--- src/rtl/cl_pkg.sv ---
// Shared Camera Link definitions: transmitter FSM states and CL_data bit positions.
// Used by both the frame transmitter and the receive side.
package cl_pkg;

    typedef enum logic [2:0] {
        ST_IDLE,
        ST_FV_LEAD,
        ST_LINE,
        ST_HBLANK,
        ST_FV_TAIL,
        ST_VBLANK
    } cl_state_e;

    localparam int CL_DVAL_BIT = 26;
    localparam int CL_FVAL_BIT = 25;
    localparam int CL_LVAL_BIT = 24;
    localparam int CL_PIX_W    = 24;
    localparam int CL_WORD_W   = 28;

    function automatic int cl_max3(input int a, input int b, input int c);
        int m;
        m = a;
        if (b > m) m = b;
        if (c > m) m = c;
        return m;
    endfunction

endpackage

--- src/rtl/cl_tx_timing.sv ---
// Frame timing core: FSM plus pixel, line and blanking counters.
// Emits combinational framing qualifiers that the top level registers.
module cl_tx_timing
    import cl_pkg::*;
#(
    parameter int PIXELS_PER_LINE = 1024,
    parameter int LINES_PER_FRAME = 768,
    parameter int HBLANK          = 8,
    parameter int VBLANK          = 16,
    parameter int FV_LV_DELAY     = 2
) (
    input  logic clk,
    input  logic rst,
    input  logic start,
    input  logic continuous,
    input  logic pix_valid,
    output logic s_ready,
    output logic lval_en,
    output logic fval,
    output logic frame_done,
    output logic busy,
    output logic frame_lead
);

    localparam int PIX_W  = $clog2(PIXELS_PER_LINE + 1);
    localparam int LINE_W = $clog2(LINES_PER_FRAME + 1);
    localparam int BLK_W  = $clog2(cl_max3(HBLANK, VBLANK, FV_LV_DELAY) + 1);

    localparam logic [PIX_W-1:0]  PIX_LAST  = PIX_W'(PIXELS_PER_LINE - 1);
    localparam logic [LINE_W-1:0] LINE_LAST = LINE_W'(LINES_PER_FRAME - 1);
    localparam logic [BLK_W-1:0]  LEAD_LAST = BLK_W'(FV_LV_DELAY - 1);
    localparam logic [BLK_W-1:0]  HB_LAST   = BLK_W'(HBLANK - 1);
    localparam logic [BLK_W-1:0]  VB_LAST   = BLK_W'(VBLANK - 1);

    cl_state_e         state_q, state_d;
    logic [PIX_W-1:0]  pix_cnt_q, pix_cnt_d;
    logic [LINE_W-1:0] line_cnt_q, line_cnt_d;
    logic [BLK_W-1:0]  blk_cnt_q, blk_cnt_d;
    logic              accept;

    assign s_ready    = (state_q == ST_LINE);
    assign accept     = s_ready & pix_valid;
    // A line is "open" once its first beat has gone out; LVAL then stays high through stalls.
    assign lval_en    = (state_q == ST_LINE) && (pix_cnt_q != '0);
    assign fval       = (state_q inside {ST_FV_LEAD, ST_LINE, ST_HBLANK, ST_FV_TAIL});
    assign frame_done = (state_q == ST_VBLANK) && (blk_cnt_q == '0);
    assign busy       = (state_q != ST_IDLE);
    assign frame_lead = (state_q == ST_FV_LEAD);

    always_comb begin
        state_d    = state_q;
        pix_cnt_d  = pix_cnt_q;
        line_cnt_d = line_cnt_q;
        blk_cnt_d  = blk_cnt_q;
        case (state_q)
            ST_IDLE: begin
                if (start) begin
                    state_d    = ST_FV_LEAD;
                    pix_cnt_d  = '0;
                    line_cnt_d = '0;
                    blk_cnt_d  = '0;
                end
            end
            ST_FV_LEAD: begin
                if (blk_cnt_q == LEAD_LAST) begin
                    state_d   = ST_LINE;
                    blk_cnt_d = '0;
                end else begin
                    blk_cnt_d = blk_cnt_q + 1'b1;
                end
            end
            ST_LINE: begin
                if (accept) begin
                    if (pix_cnt_q == PIX_LAST) begin
                        pix_cnt_d = '0;
                        blk_cnt_d = '0;
                        if (line_cnt_q == LINE_LAST) begin
                            state_d = ST_FV_TAIL;
                        end else begin
                            line_cnt_d = line_cnt_q + 1'b1;
                            state_d    = ST_HBLANK;
                        end
                    end else begin
                        pix_cnt_d = pix_cnt_q + 1'b1;
                    end
                end
            end
            ST_HBLANK: begin
                if (blk_cnt_q == HB_LAST) begin
                    state_d   = ST_LINE;
                    blk_cnt_d = '0;
                end else begin
                    blk_cnt_d = blk_cnt_q + 1'b1;
                end
            end
            ST_FV_TAIL: begin
                state_d   = ST_VBLANK;
                blk_cnt_d = '0;
            end
            ST_VBLANK: begin
                if (blk_cnt_q == VB_LAST) begin
                    blk_cnt_d = '0;
                    if (continuous) begin
                        state_d    = ST_FV_LEAD;
                        pix_cnt_d  = '0;
                        line_cnt_d = '0;
                    end else begin
                        state_d = ST_IDLE;
                    end
                end else begin
                    blk_cnt_d = blk_cnt_q + 1'b1;
                end
            end
            default: state_d = ST_IDLE;
        endcase
    end

    always_ff @(posedge clk or posedge rst) begin
        if (rst) begin
            state_q    <= ST_IDLE;
            pix_cnt_q  <= '0;
            line_cnt_q <= '0;
            blk_cnt_q  <= '0;
        end else begin
            state_q    <= state_d;
            pix_cnt_q  <= pix_cnt_d;
            line_cnt_q <= line_cnt_d;
            blk_cnt_q  <= blk_cnt_d;
        end
    end

endmodule

--- src/rtl/cl_frame_transmit.sv ---
// Camera Link base-configuration frame transmitter: registered 28-bit CL_data word.
// Define CL_TX_TEST_PATTERN_EN to build the per-frame counting test pattern behind test_mode.
module cl_frame_transmit
    import cl_pkg::*;
#(
    parameter int PIXELS_PER_LINE = 1024,
    parameter int LINES_PER_FRAME = 768,
    parameter int HBLANK          = 8,
    parameter int VBLANK          = 16,
    parameter int FV_LV_DELAY     = 2
) (
    input  logic        CL_clk,
    input  logic        CL_rst,
    input  logic        start,
    input  logic        continuous,
    input  logic        test_mode,
    input  logic [23:0] s_data,
    input  logic        s_valid,
    output logic        s_ready,
    output logic [27:0] CL_data,
    output logic        busy,
    output logic        frame_done
);

    logic                 pix_valid;
    logic [CL_PIX_W-1:0]  pix_data;
    logic                 accept;
    logic                 lval_en;
    logic                 fval;
    logic                 done_t;
    logic                 busy_t;
    logic                 frame_lead;
    logic [CL_WORD_W-1:0] word_q, word_d;
    logic                 busy_q, busy_d;
    logic                 done_q, done_d;

    cl_tx_timing #(
        .PIXELS_PER_LINE (PIXELS_PER_LINE),
        .LINES_PER_FRAME (LINES_PER_FRAME),
        .HBLANK          (HBLANK),
        .VBLANK          (VBLANK),
        .FV_LV_DELAY     (FV_LV_DELAY)
    ) u_timing (
        .clk        (CL_clk),
        .rst        (CL_rst),
        .start      (start),
        .continuous (continuous),
        .pix_valid  (pix_valid),
        .s_ready    (s_ready),
        .lval_en    (lval_en),
        .fval       (fval),
        .frame_done (done_t),
        .busy       (busy_t),
        .frame_lead (frame_lead)
    );

`ifdef CL_TX_TEST_PATTERN_EN
    logic [CL_PIX_W-1:0] pat_cnt_q, pat_cnt_d;

    // The pattern never stalls; the counter is cleared while the frame lead-in runs.
    assign pix_valid = test_mode | s_valid;
    assign pix_data  = test_mode ? pat_cnt_q : s_data;

    always_comb begin
        pat_cnt_d = pat_cnt_q;
        if (frame_lead) begin
            pat_cnt_d = '0;
        end else if (accept) begin
            pat_cnt_d = pat_cnt_q + 1'b1;
        end
    end

    always_ff @(posedge CL_clk or posedge CL_rst) begin
        if (CL_rst) begin
            pat_cnt_q <= '0;
        end else begin
            pat_cnt_q <= pat_cnt_d;
        end
    end
`else
    logic unused_sigs;
    assign unused_sigs = test_mode | frame_lead;
    assign pix_valid   = s_valid;
    assign pix_data    = s_data;
`endif

    assign accept = s_ready & pix_valid;

    always_comb begin
        word_d              = '0;
        word_d[CL_FVAL_BIT] = fval;
        word_d[CL_LVAL_BIT] = lval_en | accept;
        word_d[CL_DVAL_BIT] = accept;
        if (accept) begin
            word_d[CL_PIX_W-1:0] = pix_data;
        end else if (lval_en) begin
            word_d[CL_PIX_W-1:0] = word_q[CL_PIX_W-1:0];
        end
        busy_d = busy_t;
        done_d = done_t;
    end

    always_ff @(posedge CL_clk or posedge CL_rst) begin
        if (CL_rst) begin
            word_q <= '0;
            busy_q <= 1'b0;
            done_q <= 1'b0;
        end else begin
            word_q <= word_d;
            busy_q <= busy_d;
            done_q <= done_d;
        end
    end

    assign CL_data    = word_q;
    assign busy       = busy_q;
    assign frame_done = done_q;

endmodule

--- config.mk ---
export PLATFORM = sky130hd
export DESIGN_NAME = cl_frame_transmit
export DESIGN_NICKNAME = d
export VERILOG_FILES = /design/src/rtl/cl_pkg.sv /design/src/rtl/cl_tx_timing.sv /design/src/rtl/cl_frame_transmit.sv
export SDC_FILE = /design/constraint.sdc
export NUM_CORES = 1
export LEC_CHECK = 0
export CORE_AREA = 2 2 90 83
export CTS_BUF_LIST = sky130_fd_sc_hd__clkbuf_2
export DETAILED_ROUTE_END_ITERATION = 6
export DIE_AREA = 0 0 92 85
export HOLD_SLACK_MARGIN = 0.12
export PLACE_DENSITY = 0.73
export SYNTH_ARGS = -nofsm -noshare
export SYNTH_HDL_FRONTEND = slang
export SYNTH_HIERARCHICAL = 1
export SYNTH_SLANG_ARGS = --single-unit
export TNS_END_PERCENT = 100
--- constraint.sdc ---
create_clock -name CL_clk -period 1.95 [get_ports CL_clk]
set_input_delay 0.2925 -clock CL_clk [delete_from_list [all_inputs] [get_ports CL_clk]]
set_output_delay 0.2925 -clock CL_clk [all_outputs]
set_load 0.02 [all_outputs]
==> metrics.txt <==
share of cells above drive strength 1=0.2346; period utilisation layout=0.9907; # setup viols final=0; crit path DAT=2340 ps; DR vias/cell=5.436; max-cap violations=0; vias in the first global route=2567; Mapped Avg Cell Area=9.466 um^2; RSZ-0062 raised after global routing=true; Req. time, crit path=2360 ps; power consumption=4.265 mW; vias=2707; startpoint types=register; clock buffer count from CTS=9; ant diodes=0; Leakage=1.772 nW; status=complete, no violations; yosys warns=6; commonest non-fill, non-tap cells in the layout=dfrtp_1, clkdlybuf4s50_1, nand2_1, nand3_1, buf_4; gr usage total=0.1929; GP Congestion=0.8285; largest net degree at the start of global routing=30; final slew viol count=0; final antenna-violating net count=0; initial DRC count=185; height of the die=85 um; Net count, final=438; fin crit period=1932 ps; Crit path largest cell delay=440 ps; CTS Hold Buffers Added=0; fin util=0.6045; cell count after placement=479; Peak VDD IR=0.6893 mV; gr ovfl total=0; DRC=0; FP Rows=29; I/O pin cnt=61; die area=7820 um^2; CTS Buffer Depth=2; crit path capture type=register; critical path cell sequence=ha_2 -> nand3_2 -> inv_2 -> ha_4 -> and2_4 -> a31oi_4 -> nor3_4 -> buf_12 -> mux2i_1; HPWL Detailed=4988 um; CTS tree=done; R2R setup slack=20 ps; Worst Hold Class=input pin to async pin; first-pass GRT wire length=12100 um; CTS root buf=clkbuf_2; commonest non-fill, non-tap cell in the layout=dfrtp_1; final count of hold timing violations=0; Syn Inst Count=320; # port buffers=58; Crit Path Category=register to register; post-synthesis instance area=3029 um^2; f_max=517.6 MHz; final std cells w/o fill=498; antenna violations before repair=0; crit path max fanout=5; H-tree levels=3; Final Skew=19.03 ps; Worst Hold Margin=181.4 ps; Clock transition at path regs=180 ps; P&R area growth vs syn=37.59%; CTS sink count=58; Syn Nets=358; Pre-Repair DR Iteration Count=5; final wirelength=7353 um; PD cells=1023 nW/um^2; drt wl/cell=14.77 um; Initial Utilization=0.4394; core area=6894 um^2; Crit-path slowest cell=dfrtp_1; die width=92 um; Clock Latency Late Sink=480 ps
==> power by group <==
group	switching, mW	internal (mW)
logic	0.906	0.776
clock network	0.455	0.562
registers	0.170	1.40
==> per-stage QoR <==
step / setup slack (ps) / instance area (um^2) / TNS [ps]
after floorplan: 2.615 / 3042 / 0
after global placement: -25.12 / 3869 / -25.12
after detailed placement: -45.11 / 3869 / -71.70
after CTS: 15.27 / 4049 / 0
after global routing: -84.82 / 4168 / -508.7
final: 18.07 / 4168 / 0
==> routing by layer <==
| metal | share of wire | vias up | GRT usage |
|---|---|---|---|
| met2 | 0.46 | 87 | 0.3041 |
| met4 | 0.012 | 0 | 0.07463 |
| li1 | - | 1294 | - |
| met3 | 0.056 | 9 | 0.03641 |
| met1 | 0.47 | 1317 | 0.2660 |
| met5 | 0 | - | 0 |
==> area by class of cell <==
type | instances | area, um^2
fillers | 587 | 2726
multi-input cells | 227 | 1521
flip-flops and latches | 58 | 1451
repair buffers | 89 | 864.6
well taps | 93 | 116.4
clock inverters | 5 | 102.6
inverters | 15 | 56.30
clock buffers | 11 | 55.05
==> worst max-delay path, delay by kind of cell, from the launching register on <==
family	cells	cell delay [ps]
compound gates	1	110
mux	1	170
fa+ha+maj	2	340
buf+inv	2	240
simple gates	3	570
flops	1	440
==> path summary, 6_finish.rpt <==
| kind | from | cells past startpoint | end |
|---|---|---|---|
| max | u_timing/blk_cnt_q[0] | 9 | u_timing/line_cnt_q[1] |
| max in group asynchronous | CL_rst | 3 | u_timing/state_q[2] |
| min reg2reg | u_timing/state_q[2] | 1 | u_timing/state_q[1] |
| min | CL_rst | 3 | busy |
| max reg2reg | u_timing/blk_cnt_q[0] | 9 | u_timing/line_cnt_q[1] |
| min in group CL_clk | s_data[10] | 3 | CL_data[10] |
==> flip-flops by register name (all words and copies together), names as in the netlist <==
register	cells
u_timing/line_cnt_q	10
u_timing/blk_cnt_q	5
u_timing/pix_cnt_q	11
busy	1
frame_done	1
CL_data	27
u_timing/state_q	3
==> repair_timing <==
action / in CTS / in global routing
setup buffers: 1 / 1
setup endpoints to repair: 12 / 24
cloned: 0 / 2
gates resized for setup: 7 / 17
pin swaps: 1 / 8
Note: power is estimated with default switching activity, not from simulation.
